===== config.mk =====
export PLATFORM = sky130hd
export DESIGN_NAME = fifo_wr_arbiter
export DESIGN_NICKNAME = d
export VERILOG_FILES = /design/src/rtl/fifo_wr_arbiter.sv
export SDC_FILE = /design/constraint.sdc
export NUM_CORES = 1
export LEC_CHECK = 0
export ABC_AREA = 1
export CAP_MARGIN = 10
export CORE_MARGIN = 2
export CORE_UTILIZATION = 48
export DETAILED_ROUTE_END_ITERATION = 8
export GPL_ROUTABILITY_DRIVEN = 0
export PLACE_DENSITY = 0.85
export SLEW_MARGIN = 20
export SYNTH_ARGS = -nofsm -noshare
export SYNTH_HDL_FRONTEND = slang
export SYNTH_SLANG_ARGS = --single-unit

===== constraint.sdc =====
create_clock -name i_wr_clk -period 3.4 [get_ports i_wr_clk]
set_input_delay 0.34 -clock i_wr_clk [delete_from_list [all_inputs] [get_ports i_wr_clk]]
set_output_delay 0.34 -clock i_wr_clk [all_outputs]
set_load 0.01 [all_outputs]

===== src/rtl/fifo_wr_arbiter.sv =====
// rtl/fifo_wr_arbiter.sv - round-robin, burst-bounded arbiter sharing one FIFO write port
// Grants one producer at a time; writes are registered one cycle after each accept.
module fifo_wr_arbiter #(
  parameter int NUM_REQ   = 4,
  parameter int DATA_W    = 8,
  parameter int BURST_LEN = 16
) (
  input  logic                      i_wr_clk,
  input  logic                      i_rst,
  input  logic                      i_wr_rst_busy,
  input  logic                      i_almost_full,
  input  logic [NUM_REQ-1:0]        i_req_valid,
  input  logic [NUM_REQ*DATA_W-1:0] i_req_data,
  output logic [NUM_REQ-1:0]        o_req_ready,
  output logic [NUM_REQ-1:0]        o_grant,
  output logic                      o_fifo_wr_en,
  output logic [DATA_W-1:0]         o_fifo_wr_data,
  output logic                      o_burst_done
);

  localparam int         IDX_W     = $clog2(NUM_REQ);
  localparam logic [7:0] LAST_BEAT = 8'(BURST_LEN - 1);

  typedef enum logic {ST_IDLE, ST_BURST} state_t;

  state_t             r_state;
  logic [NUM_REQ-1:0] r_grant;
  logic [IDX_W-1:0]   r_gidx;
  logic [IDX_W-1:0]   r_last_grant;
  logic [7:0]         r_beat_cnt;
  logic               r_wr_en;
  logic [DATA_W-1:0]  r_wr_data;
  logic               r_burst_done;

  logic [IDX_W-1:0]   w_pick_idx;
  logic [IDX_W-1:0]   w_cand;
  logic               w_open;
  logic               w_g_valid;
  logic [DATA_W-1:0]  w_g_data;
  logic               w_accept;
  logic               w_release;

  assign w_open    = !i_almost_full && !i_wr_rst_busy;
  assign w_g_valid = i_req_valid[r_gidx];
  assign w_g_data  = i_req_data[r_gidx*DATA_W +: DATA_W];
  assign w_accept  = (r_state == ST_BURST) && w_g_valid && w_open;

  // grant is one-hot, so gating it by the accept condition yields the ready vector
  assign o_req_ready = w_accept ? r_grant : '0;

  // almost_full with no data is a pause, not a release
  assign w_release = (r_state == ST_BURST) &&
                     (i_wr_rst_busy ||
                      (!w_g_valid && !i_almost_full) ||
                      (w_accept && (r_beat_cnt == LAST_BEAT)));

  // Scan downward so the candidate closest after last_grant wins.
  always_comb begin
    w_pick_idx = r_last_grant;
    w_cand     = '0;
    for (int k = NUM_REQ; k >= 1; k--) begin
      w_cand = IDX_W'((int'(r_last_grant) + k) % NUM_REQ);
      if (i_req_valid[w_cand]) begin
        w_pick_idx = w_cand;
      end
    end
  end

  always_ff @(posedge i_wr_clk) begin
    if (i_rst) begin
      r_state      <= ST_IDLE;
      r_grant      <= '0;
      r_gidx       <= '0;
      r_last_grant <= IDX_W'(NUM_REQ - 1);
      r_beat_cnt   <= '0;
      r_wr_en      <= 1'b0;
      r_wr_data    <= '0;
      r_burst_done <= 1'b0;
    end else begin
      r_wr_en      <= w_accept;
      r_burst_done <= w_release;
      if (w_accept) begin
        r_wr_data  <= w_g_data;
        r_beat_cnt <= r_beat_cnt + 8'd1;
      end
      case (r_state)
        ST_IDLE: begin
          if (w_open && |i_req_valid) begin
            r_grant    <= NUM_REQ'(1) << w_pick_idx;
            r_gidx     <= w_pick_idx;
            r_beat_cnt <= '0;
            r_state    <= ST_BURST;
          end
        end
        ST_BURST: begin
          if (w_release) begin
            r_grant      <= '0;
            r_last_grant <= r_gidx;
            r_beat_cnt   <= '0;
            r_state      <= ST_IDLE;
          end
        end
        default: r_state <= ST_IDLE;
      endcase
    end
  end

  assign o_grant        = r_grant;
  assign o_fifo_wr_en   = r_wr_en;
  assign o_fifo_wr_data = r_wr_data;
  assign o_burst_done   = r_burst_done;

endmodule


# Word-level counts from Yosys, hierarchy flattened
# Cells that the tools add are included.
[totals]
regBits = 27
inputBits = 40
out_inout_bits = 18
elab_cells = 65
[op_classes]
add_sub_neg = 5
magnitude_cmp = 5
n_eq_ne = 3
shift = 2
muxes = 25
bitwise_logic = 1
reduce_logical = 16
[ops]
columns = ["operator", "count"]
rows = [
  ["indexed part select 32 x 6 -> 8 bit", 1],
  ["two-way mux 8 bit", 3],
  ["one-hot mux 8 bit (2 select lines)", 1],
  ["< comparator 2 x 3 -> 1 bit, second input constant", 5],
  ["two-way mux 4 bit", 3],
  ["binary-select mux 1 bit (select 2 bit)", 5],
  ["adder 8 x 1 -> 8 bit, second input constant", 1],
  ["== test 8 x 4 -> 1 bit, second input constant", 1],
  ["two-way mux 2 bit", 4],
  ["one-hot mux 4 bit (2 select lines)", 1],
  ["logical AND 1 bit", 7],
  ["two-way mux 1 bit", 7],
  ["AND reduction 2 bit", 3],
  ["adder 2 x 1 -> 2 bit, second input constant", 2],
  ["adder 2 bit, second input constant", 2],
  ["OR reduction 4 bit", 1],
  ["<< shifter 1 x 2 -> 4 bit, first input constant", 1],
  ["zero test 1 bit", 3],
  ["logical OR 1 bit", 2],
  ["!= test 2 x 1 -> 1 bit, second input constant", 1],
  ["!= test 2 bit, second input constant", 1],
  ["one-hot mux 1 bit (2 select lines)", 1],
  ["inverter 1 bit", 1],
]

# Depth between registers and ports, before layout
# Gate-level depths: netlist of the first run.
[logic_depth]
depth_word = 10
ltp_mapped = 13
depth_no_buf = 12

# Least setup slack after synthesis of the first run
# No wires, ideal clock.
[synth_path]
kind = "input-to-output"
start = "input port i_wr_rst_busy"
end = "output port o_req_ready[0]"
arrival_time_ns = 1.203
required_ns = 3.060
setup_slack_ns = 1.857
path_stages = 5
n_path_buf = 1
path_cell_list = "or2_2 nor2_4 nand2_4 buf_2 nor2_1"
[synth_via]
elab_chain_cells = 4
[synth_lines]
columns = ["item", "line_no", "text"]
rows = [
  ["start: declaration", "10", "input logic i_wr_rst_busy,"],
  ["zero test 1 bit", "43", "assign w_open = !i_almost_full && !i_wr_rst_busy;"],
  ["logical AND 1 bit", "43", ""],
  ["logical AND 1 bit", "46", "assign w_accept = (r_state == ST_BURST) && w_g_valid && w_open;"],
  ["two-way mux 4 bit", "49", "assign o_req_ready = w_accept ? r_grant : '0;"],
  ["end: declaration", "14", "output logic [NUM_REQ-1:0] o_req_ready,"],
]
# Every way passes these cells.

# Worst setup path in the final report of the first run
[layout_path]
start = "register r_gidx[1]"
end = "output port o_req_ready[0]"
[layout_via]
elab_chain_cells = 5
[layout_lines]
columns = ["item", "line_no", "text"]
rows = [
  ["start: declaration", "28", "logic [IDX_W-1:0] r_gidx;"],
  ["start signal: assignment", "90", "r_gidx <= w_pick_idx;"],
  ["binary-select mux 1 bit (select 2 bit)", "44", "assign w_g_valid = i_req_valid[r_gidx];"],
  ["two-way mux 1 bit (not written as such)", "44", ""],
  ["logical AND 1 bit (2 in a row)", "46", ""],
  ["two-way mux 4 bit", "49", ""],
]
# Every way passes these cells. The select of a mux whose other input is x is not followed.

==> key figures, run 1 <==
Run status
  • Outcome: complete, no violations

Drt
  • Highest Signal Layer: met4
  • Met3 wire len: 280 um
  • Routed wire length: 4060 um
  • Routed vias: between 1,500 and 2,000
  • Post-route ant nets: 0
  • DR pass1 iterations: 4
  • Vias per Instance: 5.10
  • Initial DRC Count: about 100
  • Avg WL per Cell: around 12 um
  • Met1 WL: approximately 1800 um
  • Wire length on met2: between 1500 and 2000 um
  • Post-route DRC: 0

Timing
  • Pins over their slew limit: 0
  • Measured slew at the worst slew-check pin: around 450 ps
  • Period utilisation layout: 0.770
  • Slew Limit Headroom: 0.698
  • F_max: about 380 MHz
  • TNS Setup: 0 ps
  • RSZ-0062 raised after global routing: false
  • Worst Skew: about 8.3 ps
  • Endpoints failing hold: 0
  • Setup-failing EPs final: 0
  • Minimum clock period: approximately 2600 ps

Critical path
  • Kind of critical path: register to output pin
  • CP endpoint: o_req_ready[0]
  • Largest fanout on the critical path: 17
  • R2R Path Start: r_gidx[1]
  • R2R depth: 9
  • Register-to-register setup slack: about 1600 ps
  • CP endpoint kind: output pin
  • CP Launch Type: register
  • Worst Path Required: just over 3000 ps
  • Critical Path Start: r_gidx[1]
  • R2r endpoint: r_beat_cnt[2]
  • Crit path DAT: between 2000 and 2500 ps

Synth
  • Post-synthesis adder-cell area fraction: 0.00776
  • Post-synthesis mux area share: 0.00621
  • Register area share after synthesis: 0.335
  • Post-synthesis compound-gate area fraction: 0.139
  • Synth Area in XOR/XNOR: 0.0380
  • Area of the mapped netlist: approximately 1600 um2
  • Gate Count Post-Synth: 250
  • Seq cells post-synth: 27
  • Distinct cells, synth: 30
  • Avg Synthesized Cell Area: ~6.4 um2
  • Post-Synth Simple-Gate Area: 0.391
  • Main combinational cell family by area after synthesis: simple AND/OR/NAND/NOR gates
  • Syn Nets: a little under 300
  • Ys Warns: 0

Power and ir drop
  • Max IR drop VDD: approximately 170 uV
  • Power, Total: between 600 and 700 uW
  • Power Dens Cells: between 200 and 300 nW/um2
  • Static Leak: roughly 0.90 nW

Clock tree
  • Number of setup buffers added after CTS: 0
  • Hold_buf cts: 0
  • Maximum root-to-sink buffer count: 2
  • CTS clk-pin slew, worst paths: approximately 140 ps
  • CTS sink count: 27
  • Worst skew pair latency: ~330 ps
  • Root Buffer: clkbuf_4
  • CTS tree: built
  • Htree depth: 1
  • CTS Buf Count: 3
  • Post-CTS sizing: 0

Cells and area
  • Multi-input gate area: 938 um2
  • Fin area: ~2200 um2
  • Diodes inserted: 0
  • Post-layout util: 0.677
  • Cell Count, Final, Fillers Out: 349
  • # fillers: about 300
  • FF/Latch Area: ~540 um2
  • Area Overhead vs Synth: 37.9%
  • Layout cells sized above 1: 0.0726
  • Final #Nets: 345

Place
  • Inst Count DP: ~350
  • Port buffer count: 57
  • DP Wirelength: approximately 3000 um
  • Placed cell areas: 2200 um2

Floorplan
  • Starting Density: 0.491
  • Core Region: between 3000 and 4000 um2
  • Row Count: 21
  • Die Height: between 60 and 70 um
  • IO Pins: between 50 and 60
  • Die area: 3840 um2
  • Die Wd: ~62 um

GRT
  • First-pass GRT wire length: 6340 um
  • Gr ovfl total: 0
  • Vias in the first global route: between 1,500 and 2,000
  • Initial antenna violation count: 0
  • Pin count of the biggest net entering global routing: 22
  • Total Routing Usage GR: 0.218

Min path
  • Worst Hold Class: register to register

Flow run
  • Max Cap Violations: 0
area by class of cell:
type / instances / area share
multi-input cells: 193 / 0.422
clock buffers: 4 / 0.0118
flip-flops and latches: 27 / 0.243
repair buffers: 58 / 0.260
well taps: 46 / 0.0259
inverters: 21 / 0.0366
synthesized netlist by cell type, drive strengths merged:
library cell | count | area [um2]
a21oi | 12 | 63.8
buf | 6 | 40.0
clkbuf | 3 | 11.3
dfxtp | 27 | 541
ha | 1 | 12.5
inv | 21 | 81.3
mux2i | 1 | 10.0
nand2 | 76 | 310
nand3 | 16 | 97.6
nand4 | 5 | 31.3
nor2 | 42 | 175
nor3 | 2 | 10.0
o21ai | 22 | 110
o22ai | 8 | 50.1
or2 | 1 | 6.26
xnor2 | 2 | 17.5
xor2 | 5 | 43.8
kinds of logic after synthesis:
logic type               Yosys count
flip-flops                        27
AND/OR/NAND/NOR                  142
buffers and inverters             30
AO/OA/AOI/OAI                     42
multiplexers                       1
XOR/XNOR                           7
adder cells (fa/ha/maj)            1
power breakdown:
| part | switching [mW] | internal [mW] | total [mW] |
|---|---|---|---|
| Sequential | 0.0122 | 0.326 | 0.338 |
| Clock | 0.0919 | 0.0460 | 0.138 |
| Combinational | 0.0932 | 0.0848 | 0.178 |
| Total | 0.197 | 0.457 | 0.654 |
worst max-delay path, stage by stage (launching register included):
cell,delay (ps)
dfxtp_1,580
inv_1,230
nand3_1,150
nand2_2,70
inv_2,80
nand2_4,140
nor2_1,140
clkdlybuf4s50_1,560
flip-flops by register name, summed over array words and instances (netlist names):
name and flops:
r_last_grant 2, o_burst_done 1, o_grant 4, o_fifo_wr_data 8
o_fifo_wr_en 1, r_beat_cnt 8, r_state 1, r_gidx 2
cells in the final DEF, fill, tap and decap left out:
cell type,instances
nand2_1,70
clkdlybuf4s50_1,57
nor2_1,39
dfxtp_1,27
o21ai_0,20
inv_1,16
nand3_1,14
a21oi_1,11
o22ai_1,8
nand4_1,5
xor2_1,5
inv_2,4
nand2_2,4
clkbuf_4,3
nor2_4,2
nand2_4,2
nor3_1,2
o21ai_1,2
xnor2_1,2
nand3_2,1
or2_2,1
a21oi_2,1
nor2_2,1
inv_4,1
nand3_4,1
mux2i_1,1
ha_1,1
clkbuf_1,1
buf_4,1
metrics by stage:
stage          hold slack, ps  worst slack [ps]
2_1_floorplan             417              1860
3_3_place_gp              451              1020
3_5_place_dp              458               945
4_1_cts                   477               757
5_1_grt                   491               609
6_report                  474               782
worst min-delay path by stage:
stage                                  from                end  cells past startpoint
after floorplan                       i_rst      r_beat_cnt[7]                      1
after global placement    o_fifo_wr_data[6]  o_fifo_wr_data[6]                      2
after detailed placement  o_fifo_wr_data[2]  o_fifo_wr_data[2]                      2
after CTS                 o_fifo_wr_data[2]  o_fifo_wr_data[2]                      2
after global routing      o_fifo_wr_data[6]  o_fifo_wr_data[6]                      2
final                     o_fifo_wr_data[5]  o_fifo_wr_data[5]                      2
layer usage:
metal  up-vias  global-route usage
met1       802               0.264
met2        58               0.382
met4         0              0.0729
met3         7              0.0455
met5         -                   0
li1        914                   -
Note: power is estimated with default switching activity, not from simulation.
==> run 2: changes to the inputs <==
Settings changed: CORE_UTILIZATION 48 to 40, PLACE_DENSITY 0.85 to 0.76.
Clock period 3.4 ns to 2.2 ns, I/O delays scaled along.
==> run 2 against run 1 <==
Compared with the run above:
- utilization is 10 points lower
- hold slack worse by 10 ps
- die area is 19% higher
- sequential power is 55% higher
- clock-buffer cell count stayed put
- wire length is 0.66% lower
- clock power is 96% higher
- clock skew is 7.2 ps lower
==> key figures, run 2 (same netlist as run 1, synthesis figures left out) <==
Critical path
  • CP Launch Type: input port
  • Largest fanout on the critical path: 5
  • CP endpoint kind: output pin
  • Register-to-register setup slack: about 470 ps
  • Kind of critical path: input port to output pin
  • Worst Path Required: between 1500 and 2000 ps
  • Crit path DAT: around 1800 ps

Drt
  • Post-route ant nets: 0
  • Vias per Instance: between 4 and 5
  • Routed wire length: 4040 um
  • Avg WL per Cell: 11.3 um
  • Initial DRC Count: 84
  • Routed vias: approximately 1,700
  • DR pass1 iterations: 4
  • Post-route DRC: 0

Timing
  • Measured slew at the worst slew-check pin: 391 ps
  • Period utilisation layout: 0.934
  • Worst Skew: 1.11 ps
  • RSZ-0062 raised after global routing: false
  • Setup-failing EPs final: 0
  • Pins over their slew limit: 0
  • Final Hold Slack: approximately 460 ps
  • Slew Limit Headroom: 0.739
  • F_max: 487 MHz
  • Endpoints failing hold: 0
  • Minimum clock period: around 2100 ps
  • TNS Setup: 0 ps
  • Final setup margin: 146 ps

Power and ir drop
  • Max IR drop VDD: roughly 430 uV
  • Logic pwr share: 0.261
  • Flop pwr share: 0.488
  • Clk network pwr share: 0.251
  • Power Dens Cells: ~470 nW/um2
  • Static Leak: approximately 0.9 nW
  • Cell Int Power: roughly 770 uW
  • Switching power: just over 300 uW
  • Switching Fraction: 0.285

Clock tree
  • Maximum root-to-sink buffer count: 2
  • Hold_buf cts: 0
  • Worst skew pair latency: between 200 and 300 ps
  • CTS sink count: 27
  • CTS clk-pin slew, worst paths: about 80 ps
  • CTS Buf Count: 3
  • CTS tree: built
  • Htree depth: 1
  • Root Buffer: clkbuf_8

GRT
  • Gr ovfl total: 0
  • First-pass GRT wire length: between 6000 and 7000 um
  • Gr busiest metal: met2
  • Total Routing Usage GR: 0.186
  • Met1 GRT Util: 0.222
  • Vias in the first global route: 1,525
  • Pin count of the biggest net entering global routing: 19
  • Initial antenna violation count: 0
  • GR Util met2: 0.335
  • Grt met3 use: 0.0500

Floorplan
  • Die Height: about 67 um
  • Die Wd: around 67 um
  • Core Region: between 3000 and 4000 um2
  • IO Pins: between 50 and 60
  • Row Count: 23
  • Die area: roughly 4600 um2
  • Starting Density: 0.409

Cells and area
  • Layout cells sized above 1: 0.0850
  • Area Overhead vs Synth: 41.1%
  • Commonest non-fill, non-tap cell in the layout: nand2_1
  • Fin area: 2270 um2
  • Most frequent cells in the layout: 70 x nand2_1, 57 x clkdlybuf4s50_1, 39 x nor2_1, 26 x dfxtp_1, 20 x o21ai_0
  • Diodes inserted: 0
  • Post-layout util: 0.577
  • Final #Nets: around 350

Min path
  • Worst Hold Class: register to register

Place
  • DP Worst Slack: about 120 ps
  • Port buffer count: 57
  • Placed cell areas: approximately 2200 um2
  • DP Wirelength: approximately 3000 um

Run status
  • Outcome: complete, no violations

Flow run
  • Max Cap Violations: 0
run 2: cell type report:
class	instances	area, um2
Clock buffer	4	45.0
Tap cell	50	62.6
Fill cell	398	1670
Multi-Input combinational cell	193	938
Inverter	21	86.3
Timing Repair Buffer	61	601
Sequential cell	27	542
run 2: power by group through the flow:
stage	logic (mW)	registers (mW)	clock network [mW]
2_1_floorplan	0.160	0.530	0
3_3_place_gp	0.276	0.533	0
3_5_place_dp	0.278	0.534	0
4_1_cts	0.280	0.523	0.285
5_1_grt	0.312	0.527	0.298
6_report	0.280	0.524	0.270
run 2: stage by stage:
step	total power [mW]	std cells
CTS	1.09	356
detailed placement	0.812	352
global placement	0.809	352
floorplan	0.690	250
global route	1.14	356
finish	1.07	356
run 2: path summary, 6_finish.rpt:
check,end,from,depth (start not counted)
max,o_req_ready[0],i_wr_rst_busy,6
min,o_fifo_wr_data[6],o_fifo_wr_data[6],2
max reg2reg,r_beat_cnt[2],r_gidx[0],11
min reg2reg,o_fifo_wr_data[6],o_fifo_wr_data[6],2
run 2: repair_timing:
action | CTS | global route
gates resized for setup | 1 | 2
setup endpoints to repair | 1 | 4
buffers inserted | 0 | 0
run 2: critical path: stages:
cell             delay [ps]
clkdlybuf4s50_1         420
or2_2                   340
nor2_4                  120
nand2_4                  80
nor2_1                  100
clkdlybuf4s50_1         550
run 2: per-layer routing:
layer  share of wire  wire length (um)
met1            0.47              1880
met2            0.46              1850
met3           0.067               269
met4          0.0067                27
met5               0                 0
